**src/rtl/ex_iterative_alu.sv**
```systemverilog
// ex_iterative_alu
// Execute stage with registered single-cycle ALU operations and iterative
// unsigned multiply (shift-add) and divide (restoring), one step per cycle.
// A valid/ready handshake sits on the input side. Each result is presented
// as a one-cycle valid_o pulse.
//
// State table:
//   S_IDLE | accepting; single-cycle results are registered here
//   S_MUL  | shift-add multiply in progress, one step per cycle
//   S_DIV  | restoring divide in progress, one step per cycle
//
// Ports:
//   clk, rst                 clock (rising edge), async active-high reset
//   valid_i / ready_o        input handshake; accept = valid_i & ready_o
//   flush_i                  abort in-flight op, drop same-cycle accept
//   ALUop_i                  operation code
//   DataOutReg1/2, PC, Imm   operand sources
//   ALUSrc1/ALUSrc2          operand muxes (PC / Imm when 1)
//   ALUop_o, ALUOut          opcode and result; hold until next valid_o
//   valid_o                  one-cycle result strobe
module ex_iterative_alu #(
  parameter int XLEN    = 32,
  parameter int ALUOP_W = 5
) (
  input  logic               clk,
  input  logic               rst,
  input  logic               valid_i,
  output logic               ready_o,
  input  logic               flush_i,
  input  logic [ALUOP_W-1:0] ALUop_i,
  input  logic [XLEN-1:0]    DataOutReg1,
  input  logic [XLEN-1:0]    DataOutReg2,
  input  logic               ALUSrc1,
  input  logic               ALUSrc2,
  input  logic [XLEN-1:0]    Imm,
  input  logic [XLEN-1:0]    PC,
  output logic [ALUOP_W-1:0] ALUop_o,
  output logic [XLEN-1:0]    ALUOut,
  output logic               valid_o
);

  localparam int SHW   = $clog2(XLEN);
  localparam int CNT_W = $clog2(XLEN + 1);

  localparam logic [ALUOP_W-1:0] OP_ADD0  = ALUOP_W'(5'b10001);
  localparam logic [ALUOP_W-1:0] OP_ADD1  = ALUOP_W'(5'b10100);
  localparam logic [ALUOP_W-1:0] OP_ADD2  = ALUOP_W'(5'b10101);
  localparam logic [ALUOP_W-1:0] OP_ADD3  = ALUOP_W'(5'b01100);
  localparam logic [ALUOP_W-1:0] OP_ADD4  = ALUOP_W'(5'b01101);
  localparam logic [ALUOP_W-1:0] OP_SUB   = ALUOP_W'(5'b01110);
  localparam logic [ALUOP_W-1:0] OP_SLL   = ALUOP_W'(5'b01000);
  localparam logic [ALUOP_W-1:0] OP_SRL   = ALUOP_W'(5'b01001);
  localparam logic [ALUOP_W-1:0] OP_SRA   = ALUOP_W'(5'b01010);
  localparam logic [ALUOP_W-1:0] OP_XOR   = ALUOP_W'(5'b00110);
  localparam logic [ALUOP_W-1:0] OP_OR    = ALUOP_W'(5'b00101);
  localparam logic [ALUOP_W-1:0] OP_AND   = ALUOP_W'(5'b00100);
  localparam logic [ALUOP_W-1:0] OP_SLT   = ALUOP_W'(5'b01011);
  localparam logic [ALUOP_W-1:0] OP_SLTU  = ALUOP_W'(5'b00111);
  localparam logic [ALUOP_W-1:0] OP_MUL   = ALUOP_W'(5'b11000);
  localparam logic [ALUOP_W-1:0] OP_MULHU = ALUOP_W'(5'b11001);
  localparam logic [ALUOP_W-1:0] OP_DIVU  = ALUOP_W'(5'b11010);
  localparam logic [ALUOP_W-1:0] OP_REMU  = ALUOP_W'(5'b11011);

  typedef enum logic [1:0] {S_IDLE, S_MUL, S_DIV} state_t;

  state_t                state_q, state_d;
  logic [CNT_W-1:0]      cnt_q, cnt_d;
  logic [2*XLEN-1:0]     acc_q, acc_d;     // MUL: product; DIV: {remainder, quotient}
  logic [XLEN-1:0]       opnd_q, opnd_d;   // MUL: multiplicand; DIV: divisor
  logic [ALUOP_W-1:0]    op_q, op_d;
  logic [XLEN-1:0]       out_q, out_d;
  logic [ALUOP_W-1:0]    aluop_out_q, aluop_out_d;
  logic                  valid_q, valid_d;

  logic [XLEN-1:0]       op1, op2, alu_res;
  logic [SHW-1:0]        shamt;
  logic                  is_mul, is_div;
  logic [XLEN:0]         mul_sum;
  logic [2*XLEN-1:0]     mul_next;
  logic [XLEN:0]         div_shift, div_diff;
  logic                  div_ge;
  logic [XLEN-1:0]       div_rem;
  logic [2*XLEN-1:0]     div_next;

  assign op1    = ALUSrc1 ? PC  : DataOutReg1;
  assign op2    = ALUSrc2 ? Imm : DataOutReg2;
  assign shamt  = op2[SHW-1:0];
  assign is_mul = (ALUop_i == OP_MUL)  || (ALUop_i == OP_MULHU);
  assign is_div = (ALUop_i == OP_DIVU) || (ALUop_i == OP_REMU);

  always_comb begin
    alu_res = '0;
    case (ALUop_i)
      OP_ADD0, OP_ADD1, OP_ADD2, OP_ADD3, OP_ADD4: alu_res = op1 + op2;
      OP_SUB:  alu_res = op1 - op2;
      OP_SLL:  alu_res = op1 << shamt;
      OP_SRL:  alu_res = op1 >> shamt;
      OP_SRA:  alu_res = $unsigned($signed(op1) >>> shamt);
      OP_XOR:  alu_res = op1 ^ op2;
      OP_OR:   alu_res = op1 | op2;
      OP_AND:  alu_res = op1 & op2;
      OP_SLT:  alu_res = {{(XLEN-1){1'b0}}, $signed(op1) < $signed(op2)};
      OP_SLTU: alu_res = {{(XLEN-1){1'b0}}, op1 < op2};
      default: alu_res = '0;
    endcase
  end

  // Shift-add: add multiplicand into the upper half when the current
  // multiplier LSB is set, then shift the whole product right by one.
  assign mul_sum  = {1'b0, acc_q[2*XLEN-1:XLEN]} + (acc_q[0] ? {1'b0, opnd_q} : '0);
  assign mul_next = {mul_sum, acc_q[XLEN-1:1]};

  // Restoring divide. An explicit compare (not the borrow bit) keeps the
  // divide-by-zero case exact: every step succeeds, so quotient is all ones
  // and the remainder ends up as the shifted-in dividend.
  assign div_shift = {acc_q[2*XLEN-1:XLEN], acc_q[XLEN-1]};
  assign div_diff  = div_shift - {1'b0, opnd_q};
  assign div_ge    = div_shift >= {1'b0, opnd_q};
  assign div_rem   = div_ge ? div_diff[XLEN-1:0] : div_shift[XLEN-1:0];
  assign div_next  = {div_rem, acc_q[XLEN-2:0], div_ge};

  always_comb begin
    state_d     = state_q;
    cnt_d       = cnt_q;
    acc_d       = acc_q;
    opnd_d      = opnd_q;
    op_d        = op_q;
    out_d       = out_q;
    aluop_out_d = aluop_out_q;
    valid_d     = 1'b0;
    case (state_q)
      S_IDLE: begin
        if (valid_i) begin
          if (is_mul || is_div) begin
            state_d = is_mul ? S_MUL : S_DIV;
            cnt_d   = CNT_W'(XLEN);
            op_d    = ALUop_i;
            acc_d   = {{XLEN{1'b0}}, is_mul ? op2 : op1};
            opnd_d  = is_mul ? op1 : op2;
          end else begin
            out_d       = alu_res;
            aluop_out_d = ALUop_i;
            valid_d     = 1'b1;
          end
        end
      end
      S_MUL: begin
        acc_d = mul_next;
        cnt_d = cnt_q - CNT_W'(1);
        if (cnt_q == CNT_W'(1)) begin
          out_d       = (op_q == OP_MULHU) ? mul_next[2*XLEN-1:XLEN] : mul_next[XLEN-1:0];
          aluop_out_d = op_q;
          valid_d     = 1'b1;
          state_d     = S_IDLE;
        end
      end
      S_DIV: begin
        acc_d = div_next;
        cnt_d = cnt_q - CNT_W'(1);
        if (cnt_q == CNT_W'(1)) begin
          out_d       = (op_q == OP_REMU) ? div_next[2*XLEN-1:XLEN] : div_next[XLEN-1:0];
          aluop_out_d = op_q;
          valid_d     = 1'b1;
          state_d     = S_IDLE;
        end
      end
      default: state_d = S_IDLE;
    endcase
    if (flush_i) begin
      state_d     = S_IDLE;
      cnt_d       = '0;
      out_d       = out_q;
      aluop_out_d = aluop_out_q;
      valid_d     = 1'b0;
    end
  end

  always_ff @(posedge clk or posedge rst) begin
    if (rst) begin
      state_q     <= S_IDLE;
      cnt_q       <= '0;
      acc_q       <= '0;
      opnd_q      <= '0;
      op_q        <= '0;
      out_q       <= '0;
      aluop_out_q <= '0;
      valid_q     <= 1'b0;
    end else begin
      state_q     <= state_d;
      cnt_q       <= cnt_d;
      acc_q       <= acc_d;
      opnd_q      <= opnd_d;
      op_q        <= op_d;
      out_q       <= out_d;
      aluop_out_q <= aluop_out_d;
      valid_q     <= valid_d;
    end
  end

  assign ready_o = (state_q == S_IDLE);
  assign ALUOut  = out_q;
  assign ALUop_o = aluop_out_q;
  assign valid_o = valid_q;

endmodule

```
**config.mk**
```make
export PLATFORM = sky130hd
export DESIGN_NAME = ex_iterative_alu
export DESIGN_NICKNAME = d
export VERILOG_FILES = /design/src/rtl/ex_iterative_alu.sv
export SDC_FILE = /design/constraint.sdc
export NUM_CORES = 1
export LEC_CHECK = 0
export ABC_AREA = 1
export CAP_MARGIN = 20
export CORE_MARGIN = 2
export CORE_UTILIZATION = 33
export DETAILED_ROUTE_END_ITERATION = 8
export SETUP_SLACK_MARGIN = 0.3
export SLEW_MARGIN = 10
export SYNTH_ARGS = -nofsm -noshare
export SYNTH_HDL_FRONTEND = slang
export SYNTH_SLANG_ARGS = --single-unit
```
**constraint.sdc**
```tcl
create_clock -name clk -period 15.75 [get_ports clk]
set_clock_uncertainty 0.05 [all_clocks]
set_input_delay 3.15 -clock clk [delete_from_list [all_inputs] [get_ports clk]]
set_output_delay 3.15 -clock clk [all_outputs]
set_load 0.01 [all_outputs]
```
# ---- Word level (Yosys, flattened, before mapping)
# Index checks and enable logic that the tools add are counted.
dict set report word_totals {
  output_inout_bits 39
  regBits 147
  elab_cells 106
  in_bits 139
}
dict set report classes {
  n_addsub 5
  bitwise_logic 4
  n_mux 36
  order_cmp 3
  shift 3
  n_reduce_logical 15
  eq_ne 32
}
# operator count
set op_table {}
lappend op_table {{$mux W32} 12}
lappend op_table {{$pmux W32 S10} 1}
lappend op_table {{$pmux W64 S3} 1}
lappend op_table {{$mux W64} 2}
lappend op_table {{$pmux W32 S3} 1}
lappend op_table {{$lt A32 B32 Y1} 2}
lappend op_table {{$sub A32 B32 Y32} 2}
lappend op_table {{$eq A5 B5 Y1 const B} 9}
lappend op_table {{$eq A5 B4 Y1 const B} 7}
lappend op_table {{$add A32 B32 Y33} 1}
lappend op_table {{$ge A33 B32 Y1} 1}
lappend op_table {{$add A32 B32 Y32} 1}
lappend op_table {{$and A32 B32 Y32} 1}
lappend op_table {{$or A32 B32 Y32} 1}
lappend op_table {{$shl A32 B5 Y32} 1}
lappend op_table {{$shr A32 B5 Y32} 1}
lappend op_table {{$sshr A32 B5 Y32} 1}
lappend op_table {{$xor A32 B32 Y32} 1}
lappend op_table {{$eq A5 B3 Y1 const B} 4}
lappend op_table {{$mux W6} 3}
lappend op_table {{$mux W5} 3}
lappend op_table {{$pmux W6 S2} 1}
lappend op_table {{$reduce_and A3 Y1} 4}
lappend op_table {{$mux W2} 5}
lappend op_table {{other kinds (21)} 32}

# ---- Logic depth before layout (Yosys ltp)
dict set report depth {
  depth_word 7
  ltp_mapped 27
  ltp_nobuf 23
}

# ---- Worst setup path after synthesis
# OpenSTA, ideal clock, no wires.
dict set report synth_path {
  kind {input -> register}
  startpoint {in ALUSrc2}
  endpoint {reg out_q[31], in the netlist ALUOut[31]}
  t_arrival_ns 5.610
  n_path_buf 4
  required_time_ns 15.579
  setup_time_ns 0.121
  path_slack_ns 9.969
  cell_stages 22
  cell_sequence {buf_6 -> o21ai_2 -> clkbuf_1 -> clkbuf_1 -> ha_1 -> buf_2 -> nor2_1 -> nand2_1 -> inv_1 -> nand2_1 -> nand2_1 -> nand2_1 -> nand2_1 -> nand2_1 -> nand2_1 -> nand2_1 -> nand3_1 -> nand2_1 -> nor2_1 -> nor2_1 -> nor2_1 -> a21oi_2}
}
dict set report synth_via {
  elab_chain_len 6
  elab_cells_between_ends 13
  classes_between {add/sub: 2; shift: 3; mux: 5; bitwise: 3}
}
# item line_no
set synth_lines {}
lappend synth_lines {{from (decl)} 34} ;# input logic ALUSrc2,
lappend synth_lines {{$mux W32 (*)} 86} ;# assign op2 = ALUSrc2 ? Imm : DataOutReg2;
lappend synth_lines {{$sub A32 B32 Y32, or another cell as far along} 95} ;# OP_SUB: alu_res = op1 - op2;
lappend synth_lines {{$pmux W32 S10 (*)} 93} ;# case (ALUop_i)
lappend synth_lines {{$mux W32 (*)} 134} ;# if (is_mul || is_div) begin
lappend synth_lines {{$mux W32 (*)} 133} ;# if (valid_i) begin
lappend synth_lines {{$pmux W32 S3 (*)} 131} ;# case (state_q)
lappend synth_lines {{to (signal assigned)} 194} ;# out_q <= out_d;
lappend synth_lines {{to (decl)} 71} ;# logic [XLEN-1:0] out_q, out_d;
# Every way passes the cells marked *; elsewhere a longest branch is shown, timed or not. The select of a mux whose other input is x is not followed.
# A chain may end at the register's enable or synchronous reset.

# ---- Worst setup path in the final report
dict set report layout_path {
  startpoint {in ALUSrc2}
  endpoint {reg out_q[0], in the netlist ALUOut[0]}
}
dict set report layout_via {
  elab_chain_len 6
  elab_cells_between_ends 15
  classes_between {add/sub: 2; order compare: 2; shift: 3; mux: 5; bitwise: 3}
}
# item line_no
set layout_lines {}
lappend layout_lines {{$mux W32 (*)} 86}
lappend layout_lines {{$sub A32 B32 Y32, or another cell as far along} 95}
lappend layout_lines {{$pmux W32 S10 (*)} 93}
lappend layout_lines {{$mux W32 (*)} 134}
lappend layout_lines {{$mux W32 (*)} 133}
lappend layout_lines {{$pmux W32 S3 (*)} 131}
# Marked as above.

==> out/results.txt <==
Comb pwr share: 58.2%
sw frac: 51.2%
RSZ-0062 raised after global routing: false
status: finished clean
yosys warns: 0
crit path capture type: flop
initial antenna violation count: 3
gr ovfl total: 0
Final GP Congestion: 1.08
Die H: 278 um
CP startpoint kind: input port
cell count after synthesis: 4585
Post-Syn Area: 24800 um2
Reg power frac: 22.9%
H-Tree Depth: 4
max-cap violation count: 0
total negative setup slack: 0 ns
clock slew seen by the registers of the worst setup and hold paths: 0.07 ns
sequential fraction of the synthesis area: 14.9%
routed vias: 31100
WS Path Type: in -> reg
EDFF count, synth: 0
post-layout net count: 4959
Setup crit start: ALUSrc2
CP required: 16.05 ns
Syn Nets: 4895
Slew HR: 28.4%
post-CTS resize count: 0
post-synth top area share: 25.7%
Cell Pwr Density: 87.6 nW/um2
Post-synth top cells: nand2_1 (1695), inv_1 (602), nand3_1 (503)
fmax: 140 MHz
Netlist cell types: 55
Hold-fix buffers, CTS: 0
final WL: 128000 um
vias per cell: 5.52
Detailed Place HPWL: 100000 um
WL/cell: 22.6 um
largest cells by area after synthesis: nand2_1 (26%), dfrtp_1 (15%), nand3_1 (10%)
register bit total from synthesis: 147
cell depth of the worst flop-to-flop path: 17
final slew viol count: 0
dominant synthesized flop cell: dfrtp_1
post-CTS setup-driven buffer insertion count: 0
GRT Total Usage: 32.0%
Synth area leader: nand2_1
clock latency on the worst-skew pair: 0.46 ns
synthesized area per cell: 5.40 um2
Pint: 1190 uW
antenna-violating nets left: 0
Critical R2R Capture: ALUOut[19]$_DFFE_PP0P_
I/O pins: 178
die extent in x: 278 um
filler instances: 8504
Final Hold Viols: 0
largest net degree at the start of global routing: 98
vias in the first global route: 28700
fin crit share: 45.4%
Max clock buf depth: 2
port bufs: 177
sw power: 1250 uW
final setup violation count: 0
CTS Root Cell: clkbuf_16
Rows: 100
TritonCTS buffer count: 17
Reg-to-Reg Start: acc_q[57]$_DFFE_PP0P_
Min-Delay Path Class: reg -> reg
CTS tree: built
r2r setup slk: 12.05 ns
CTS sink cnt: 147
Async SR Flop Fraction: 100%
Clock power frac: 18.8%
Worst Path Max Fanout: 62
layout cell share with drive strength beyond 1: 4.31%
WP data arrival: 7.45 ns
Worst-Margin Slew: 1.07 ns
most common cell in the netlist: nand2_1
CORE AREA: 74300 um2
drt pass-1 iters: 7
Max IR drop VDD: 0.0838 mV
initial core utilization: 33.3%
Final Critical Period: 7.15 ns
total die area: 77200 um2
CP endpoint: ALUOut[0]$_DFFE_PP0P_
Layout area overhead: 12.9%
1st-iter DRT viols: 3852
Remaining DRCs: 0
hold_ws: 0.443 ns
first-pass GRT wire length: 186000 um
Lkg Pwr: 0.0149 uW
worst max-delay path, stage by stage:
cell and delay, ns:
clkdlybuf4s50_1 0.46, buf_4 0.35, inv_4 0.23, nand2_1 0.13
nand2_2 0.04, buf_4 0.33, inv_2 0.14, buf_4 0.56
ha_1 0.30, nand2_1 0.10, nand3_1 0.23, nand2_1 0.08
nand2_1 0.18, nand2_1 0.10, nand2_1 0.10, nand2_1 0.17
nand2_1 0.12, nand2_1 0.06, nand3_1 0.11, nand4_1 0.15
nand2_1 0.10, nand2_1 0.06, nand2_1 0.05, nand2_1 0.05
state kept, by name, summed over array words and instances (netlist names):
name	count
ALUOut	32
ALUop_o	5
acc_q	64
cnt_q	6
op_q	5
opnd_q	32
state_q	2
valid_o	1
final cells by class:
cell class	count	area [um2]	area share [%]
clock buffer	20	437	1.56
sequential	147	3680	13.2
clock inverter	12	201	0.721
antenna	3	7.51	0.0269
multi-input combinational	3610	17700	63.4
tap	969	1210	4.34
timing repair buffer	250	2340	8.37
inverter	623	2350	8.40
power groups by stage:
stage | Sequential, uW | Combinational, uW | Clock (uW)
floorplan | 537 | 867 | 0
global placement | 563 | 1380 | 0
detailed placement | 564 | 1380 | 0
CTS | 558 | 1380 | 462
global route | 568 | 1540 | 478
finish | 561 | 1420 | 461
worst min-delay path by stage:
| stage | cells after the start | startpoint | to | slack, ns |
|---|---|---|---|---|
| floorplan | 2 | op_q[3]$_DFFE_PP0P_ | op_q[3]$_DFFE_PP0P_ | 0.40 |
| global placement | 2 | op_q[3]$_DFFE_PP0P_ | op_q[3]$_DFFE_PP0P_ | 0.41 |
| detailed placement | 2 | ALUOut[2]$_DFFE_PP0P_ | ALUOut[2]$_DFFE_PP0P_ | 0.42 |
| CTS | 2 | ALUOut[2]$_DFFE_PP0P_ | ALUOut[2]$_DFFE_PP0P_ | 0.44 |
| global route | 2 | op_q[3]$_DFFE_PP0P_ | op_q[3]$_DFFE_PP0P_ | 0.46 |
| finish | 2 | op_q[3]$_DFFE_PP0P_ | op_q[3]$_DFFE_PP0P_ | 0.44 |
layout by cell type, fill, tap and decap left out, types with 7 or more instances in the layout:
| master | n |
|---|---|
| ha_1 | 166 |
| nor2_1 | 299 |
| xnor2_1 | 17 |
| or2_2 | 31 |
| o21ai_1 | 18 |
| xor2_1 | 19 |
| o22ai_1 | 50 |
| inv_1 | 600 |
| a22oi_1 | 19 |
| buf_4 | 72 |
| clkdlybuf4s50_1 | 177 |
| and2_1 | 13 |
| nor4_1 | 9 |
| a21oi_1 | 326 |
| nor2_2 | 13 |
| nand3_1 | 503 |
| o211ai_1 | 27 |
| dfrtp_1 | 147 |
| nand2_1 | 1693 |
| o21ai_0 | 222 |
| o21a_1 | 7 |
| a31oi_1 | 9 |
| a221oi_1 | 8 |
| clkbuf_16 | 17 |
| nand3b_1 | 9 |
| nand4_1 | 35 |
| o21bai_1 | 22 |
| nor3_1 | 32 |
| inv_2 | 16 |
| nand2_2 | 10 |
through the flow:
stage	cell area [um2]	util, %	setup WS (ns)	cells	power [uW]
after floorplan	24800	-	8.60	4585	1400
after global routing	27900	37.6	8.36	5631	2590
after detailed placement	27300	36.7	8.24	5598	1940
after CTS	27900	37.6	8.71	5630	2400
final	27900	37.6	8.60	5634	2450
after global placement	27300	36.7	8.25	5598	1940
metal layers:
metal	up-vias	wire length [um]	track usage, %
li1	14800	-	-
met1	14300	51700	41.9
met2	1652	55100	49.9
met3	315	12000	4.78
met4	2	8850	18.5
met5	-	14	0
cells by family (layout without fill, tap and decap cells):
| logic type | after synthesis | after routing | share of synthesized area (%) |
|---|---|---|---|
| AND/OR/NAND/NOR | 2666 | 2666 | 44.9 |
| buffers and inverters | 828 | 905 | 13.7 |
| AO/OA/AOI/OAI | 737 | 737 | 16.5 |
| adder cells (fa/ha/maj) | 171 | 171 | 8.76 |
| flip-flops | 147 | 147 | 14.9 |
| XOR/XNOR | 36 | 36 | 1.27 |
| other | 0 | 3 | 0 |
No activity file was read; power rests on OpenSTA's default activity.
